==> config.mk <==
export PLATFORM = sky130hd
export DESIGN_NAME = guess_entry
export DESIGN_NICKNAME = d
export VERILOG_FILES = /design/src/rtl/mastermind_pkg.sv /design/src/rtl/key_conditioner.sv /design/src/rtl/guess_entry.sv
export SDC_FILE = /design/constraint.sdc
export NUM_CORES = 1
export LEC_CHECK = 0
export CORE_MARGIN = 10
export CORE_UTILIZATION = 45
export CTS_CLUSTER_SIZE = 8
export DETAILED_ROUTE_END_ITERATION = 16
export RECOVER_POWER = 100
export SYNTH_ARGS = -nofsm -noshare
export SYNTH_HDL_FRONTEND = slang
export SYNTH_SLANG_ARGS = --single-unit
==> constraint.sdc <==
create_clock -name clk -period 3.5 [get_ports clk]
set_clock_uncertainty 0.2 [all_clocks]
set_input_delay 0.525 -clock clk [delete_from_list [all_inputs] [get_ports clk]]
set_output_delay 0.525 -clock clk [all_outputs]
set_load 0.02 [all_outputs]
==> src/rtl/mastermind_pkg.sv <==
// Shared types and constants for the mastermind player-side logic.
package mastermind_pkg;
    localparam int NUM_DIGITS = 4;
    localparam int DIGIT_W    = 3;

    typedef enum logic [1:0] {
        ENTRY = 2'd0,
        FULL  = 2'd1,
        OFFER = 2'd2
    } entry_state_t;

    localparam int K_ENTER  = 0;
    localparam int K_DELETE = 1;
    localparam int K_SUBMIT = 2;
    localparam int K_CLEAR  = 3;
endpackage

==> src/rtl/key_conditioner.sv <==
// Conditions one raw active-low pushbutton: 2-FF synchronizer, debounce, press pulse.
module key_conditioner #(
    parameter int DEBOUNCE_CYCLES = 256
) (
    input  logic clk,
    input  logic reset,
    input  logic key_n,
    output logic press
);
    localparam int CNT_W = $clog2(DEBOUNCE_CYCLES + 1);
    localparam logic [CNT_W-1:0] CNT_LAST = CNT_W'(DEBOUNCE_CYCLES - 1);

    logic             sync1_reg;
    logic             sync2_reg;
    logic             level_reg;
    logic             armed_reg;
    logic             press_reg;
    logic [1:0]       fill_reg;
    logic [CNT_W-1:0] cnt_reg;
    logic             settle;

    assign settle = (sync2_reg != level_reg) && (cnt_reg == CNT_LAST);

    // fill_reg marks when sync2_reg carries a real sample rather than its reset value;
    // the key must be seen released once before a fall counts as a press, so a key
    // held through reset never produces a pulse.
    always_ff @(posedge clk) begin
        if (reset) begin
            sync1_reg <= 1'b1;
            sync2_reg <= 1'b1;
            level_reg <= 1'b1;
            armed_reg <= 1'b0;
            press_reg <= 1'b0;
            fill_reg  <= 2'b00;
            cnt_reg   <= '0;
        end else begin
            sync1_reg <= key_n;
            sync2_reg <= sync1_reg;
            fill_reg  <= {fill_reg[0], 1'b1};
            armed_reg <= armed_reg | (fill_reg[1] & sync2_reg);
            press_reg <= settle & ~sync2_reg & armed_reg;
            if (sync2_reg != level_reg) begin
                if (cnt_reg == CNT_LAST) begin
                    level_reg <= sync2_reg;
                    cnt_reg   <= '0;
                end else begin
                    cnt_reg <= cnt_reg + CNT_W'(1);
                end
            end else begin
                cnt_reg <= '0;
            end
        end
    end

    assign press = press_reg;
endmodule

==> src/rtl/guess_entry.sv <==
// Player guess entry: conditions the four keys, assembles a guess from switch digits
// and offers it to the game core over a valid/ready handshake.
module guess_entry
    import mastermind_pkg::*;
#(
    parameter int NUM_DIGITS      = mastermind_pkg::NUM_DIGITS,
    parameter int DIGIT_W         = mastermind_pkg::DIGIT_W,
    parameter int DEBOUNCE_CYCLES = 256
) (
    input  logic                             clk,
    input  logic                             reset,
    input  logic [3:0]                       KEY,
    input  logic [DIGIT_W-1:0]               sw_digit,
    output logic [NUM_DIGITS*DIGIT_W-1:0]    guess,
    output logic                             guess_valid,
    input  logic                             guess_ready,
    output logic [$clog2(NUM_DIGITS+1)-1:0]  digit_count,
    output logic                             busy
);
    localparam int CW = $clog2(NUM_DIGITS + 1);

    logic [3:0]         press;
    logic               do_clear, do_submit, do_delete, do_enter;
    entry_state_t       state_reg, state_next;
    logic [CW-1:0]      count_reg, count_next;
    logic               valid_reg, valid_next;
    logic [DIGIT_W-1:0] digit_buf_reg  [NUM_DIGITS];
    logic [DIGIT_W-1:0] digit_buf_next [NUM_DIGITS];

    for (genvar gi = 0; gi < 4; gi++) begin : g_key
        key_conditioner #(.DEBOUNCE_CYCLES(DEBOUNCE_CYCLES)) u_key (
            .clk   (clk),
            .reset (reset),
            .key_n (KEY[gi]),
            .press (press[gi])
        );
    end

    // Only the highest-priority pulse of a cycle acts.
    always_comb begin
        do_clear  = press[K_CLEAR];
        do_submit = press[K_SUBMIT] & ~press[K_CLEAR];
        do_delete = press[K_DELETE] & ~press[K_SUBMIT] & ~press[K_CLEAR];
        do_enter  = press[K_ENTER]  & ~press[K_DELETE] & ~press[K_SUBMIT] & ~press[K_CLEAR];
    end

    always_comb begin
        state_next     = state_reg;
        count_next     = count_reg;
        valid_next     = valid_reg;
        digit_buf_next = digit_buf_reg;
        case (state_reg)
            ENTRY: begin
                if (do_clear) begin
                    count_next = '0;
                    for (int i = 0; i < NUM_DIGITS; i++) digit_buf_next[i] = '0;
                end else if (do_delete) begin
                    if (count_reg != '0) begin
                        count_next = count_reg - CW'(1);
                        for (int i = 0; i < NUM_DIGITS; i++)
                            if (count_reg == CW'(i + 1)) digit_buf_next[i] = '0;
                    end
                end else if (do_enter) begin
                    count_next = count_reg + CW'(1);
                    for (int i = 0; i < NUM_DIGITS; i++)
                        if (count_reg == CW'(i)) digit_buf_next[i] = sw_digit;
                    if (count_reg == CW'(NUM_DIGITS - 1)) state_next = FULL;
                end
            end
            FULL: begin
                if (do_clear) begin
                    state_next = ENTRY;
                    count_next = '0;
                    for (int i = 0; i < NUM_DIGITS; i++) digit_buf_next[i] = '0;
                end else if (do_submit) begin
                    state_next = OFFER;
                    valid_next = 1'b1;
                end else if (do_delete) begin
                    state_next = ENTRY;
                    count_next = count_reg - CW'(1);
                    digit_buf_next[NUM_DIGITS-1] = '0;
                end
            end
            OFFER: begin
                // Keys are deliberately ignored here so the offered guess cannot change.
                if (valid_reg && guess_ready) begin
                    state_next = ENTRY;
                    valid_next = 1'b0;
                    count_next = '0;
                    for (int i = 0; i < NUM_DIGITS; i++) digit_buf_next[i] = '0;
                end
            end
            default: state_next = ENTRY;
        endcase
    end

    always_ff @(posedge clk) begin
        if (reset) begin
            state_reg <= ENTRY;
            count_reg <= '0;
            valid_reg <= 1'b0;
            for (int i = 0; i < NUM_DIGITS; i++) digit_buf_reg[i] <= '0;
        end else begin
            state_reg     <= state_next;
            count_reg     <= count_next;
            valid_reg     <= valid_next;
            digit_buf_reg <= digit_buf_next;
        end
    end

    for (genvar gi = 0; gi < NUM_DIGITS; gi++) begin : g_guess
        assign guess[gi*DIGIT_W +: DIGIT_W] = digit_buf_reg[gi];
    end

    assign guess_valid = valid_reg;
    assign digit_count = count_reg;
    assign busy        = valid_reg;
endmodule
==> results.json <==
{
  "relSlewSlack": 0.612,
  "synth-seq-cells": 76,
  "synth_seq_area_share": 0.481,
  "drcViolationCount": 0,
  "ys_async_sr_fraction": 0,
  "fmax_mhz": 395,
  "antenna_left": 0,
  "cts_root_buf": "clkbuf_8",
  "path_cells": "inv_1, ha_1, nand2b_1, a221oi_1, or4_1, or4_1, a21oi_1",
  "place_area_sq_um": 3500,
  "max-cap-violations": 0,
  "worst-path-buf-inv": 1,
  "outcome": "finished, final reports clean",
  "r2r.worst_path.cells": 7,
  "tightest_slew_ns": 0.581,
  "critPathCapture": "digit_count[0]",
  "reg2reg_to": "digit_count[0]",
  "grt_setup_unrepaired": "false",
  "start_kind": "flop",
  "wl_per_cell_um": 11.5,
  "first_pass_iters": 4,
  "htree_levels": 3,
  "synth_compound_area_frac": 0.0708,
  "cts_tree": "yes",
  "overflow": 0,
  "synth.avg_cell_area_sq_um": 9.14,
  "dieArea_sq_um": 10800,
  "ioPinCount": 27,
  "syn_area_sq_um": 3160,
  "place.port_buffers": 26,
  "r2r_setup_slack_ns": 0.97,
  "antenna_found_initial": 0,
  "cts_sinks": 76,
  "clk_pin_slew_ns": 0.08,
  "die_w_um": 104,
  "hp-class": "reg2reg",
  "viasPerCell": 4.76,
  "crit_type": "reg2reg",
  "period_share": 0.723,
  "synthAdderAreaFrac": 0.0712,
  "final_cell_area_sq_um": 3750,
  "synth.area.mux_share": 0.0443,
  "synth_ff_type": "dfxtp_1",
  "synth_top_family_by_area": "simple AND/OR/NAND/NOR gates",
  "postLayoutCoreUtil": 0.552,
  "yosysUniqueCellTypes": 36,
  "area_growth_pct": 18.7,
  "grt_max_degree": 22,
  "synth_cells": 346,
  "final_hold_viol_count": 0,
  "postCtsSetupBuffers": 0,
  "gp_congestion": 0.805,
  "ctsHoldBuffers": 0,
  "p_leak_nw": 1.51,
  "slowest_stage": "or4_1",
  "drt_wl_total_mm": 5.44,
  "slew_viol_final": 0,
  "worstSetupStartpoint": "digit_count[0]",
  "num_rows": 30,
  "powerDensity_nw_per_um2": 484,
  "slowest_delay_ns": 0.65,
  "crit_top_cell": "or4_1",
  "core-area_sq_um": 6790,
  "synth.yosys.warnings": 0,
  "tns_ns": 0,
  "crit_path_end_kind": "flop",
  "peakVddDrop_v": 0.000320,
  "grt_pass1_wl_mm": 9.36,
  "reg2reg_from": "digit_count[0]",
  "cp.required_ns": 3.57,
  "fin_crit_ns": 2.53,
  "synth-xor-area-share": 0.0720,
  "grt_use_total": 0.104,
  "start_util": 0.465,
  "nNetsFinal": 401,
  "insertion_delay_ns": 0.34,
  "cp_num_cells": 7,
  "synthSimpleGateAreaFrac": 0.224,
  "synth_fp_nets": 374,
  "vias": 2255,
  "die_h_um": 104,
  "cp_top_family": "simple AND/OR/NAND/NOR gates",
  "drtIter0Drc": 56,
  "path_max_fanout": 7,
  "holdWs_ns": 0.210,
  "num_antenna_cells": 0,
  "largest_reg_flops": 36,
  "drive_above_1_share": 0.0688,
  "cp.arrival_ns": 2.60,
  "cts_resized": 0,
  "synth_edf_count": 0,
  "setup_viol": 0,
  "clockBufferDepth": 2,
  "dpl.hpwl_mm": 3.87,
  "grt_pass1_vias": 2115,
  "numCtsBuffers": 9
}
logic make-up (layout without fill, tap and decap cells):
group,after synthesis,after routing
AO/OA/AOI/OAI,37,37
XOR/XNOR,26,26
adder cells (fa/ha/maj),18,18
buffers and inverters,29,61
flip-flops,76,76
multiplexers,14,14
AND/OR/NAND/NOR,146,146
how the worst min path moves through the flow:
| stage | from | to | cells past startpoint |
|---|---|---|---|
| 3_5_place_dp | g_key[2].u_key.sync1_reg | g_key[2].u_key.sync2_reg | 1 |
| 4_1_cts | g_key[2].u_key.sync1_reg | g_key[2].u_key.sync2_reg | 1 |
| 3_3_place_gp | g_key[3].u_key.sync1_reg | g_key[3].u_key.sync2_reg | 1 |
| 6_report | g_key[2].u_key.sync1_reg | g_key[2].u_key.sync2_reg | 1 |
| 5_1_grt | g_key[3].u_key.sync1_reg | g_key[3].u_key.sync2_reg | 1 |
| 2_1_floorplan | g_key[0].u_key.sync1_reg | g_key[0].u_key.sync2_reg | 1 |
layer usage:
layer | part of all wire | global-route usage | vias up | wire (um)
met5 | 0 | 0 | - | 0
met4 | 0.020 | 0.0567 | 0 | 108
met3 | 0.029 | 0.0291 | 7 | 160
met2 | 0.45 | 0.164 | 27 | 2440
met1 | 0.50 | 0.124 | 1012 | 2740
li1 | - | - | 1209 | -
cell usage in the layout (no fill, tap or decap), types with 9 or more instances in the layout:
cell type      netlist  final
o21ai_0             12     12
and3_1               9      9
mux2i_1             14     14
xnor2_1             15     15
inv_1               18     18
nor2_1              50     50
nand3_1             12     12
ha_1                18     18
a21oi_1             14     14
nand2_1             33     33
clkbuf_8             0     11
or2_2                9      9
dlygate4sd3_1        0     18
xor2_1              11     11
dfxtp_1             76     76
through the flow:
stage / setup WS [ns] / total power (W) / std cells
finish: 0.971 / 0.00182 / 474
global route: 0.769 / 0.00189 / 474
CTS: 0.987 / 0.00185 / 474
detailed placement: 0.815 / 0.00101 / 458
global placement: 0.836 / 0.00101 / 458
floorplan: 1.04 / 0.000975 / 346
synthesized netlist by cell type, drive strengths merged, types with 2 or more instances:
master | instances | area share
dfxtp | 76 | 0.48
nor2 | 50 | 0.059
nand3 | 12 | 0.019
o21ai | 12 | 0.019
a21oi | 14 | 0.022
mux2i | 14 | 0.044
xnor2 | 15 | 0.042
a211oi | 2 | 0.0047
nor2b | 8 | 0.016
xor2 | 11 | 0.030
or3 | 8 | 0.016
ha | 18 | 0.071
or4 | 2 | 0.0047
buf | 2 | 0.0040
clkbuf | 9 | 0.011
and2b | 2 | 0.0047
nor4 | 2 | 0.0040
and4 | 4 | 0.011
nand2 | 33 | 0.039
inv | 18 | 0.021
nand2b | 4 | 0.0079
or2 | 9 | 0.018
and3 | 9 | 0.018
worst register-to-register path, stage by stage, from the launching register on:
cell	delay, ns
dfxtp_1	0.44
inv_1	0.11
ha_1	0.24
nand2b_1	0.09
a221oi_1	0.10
or4_1	0.65
or4_1	0.50
a21oi_1	0.13
report_power, final:
part	internal [W]	switching, W
clock	0.000515	0.000317
sequential	0.000879	0.0000108
combinational	0.0000432	0.0000522
cell type report:
class                   instances  area (sq um)
clock buffers                  11           151
clock inverters                 5           108
fillers                       617          3040
inverters                      18          67.6
multi-input cells             241          1520
flip-flops and latches         76          1520
well taps                      96           120
repair buffers                 27           264
No activity file was read; power rests on OpenSTA's default activity.
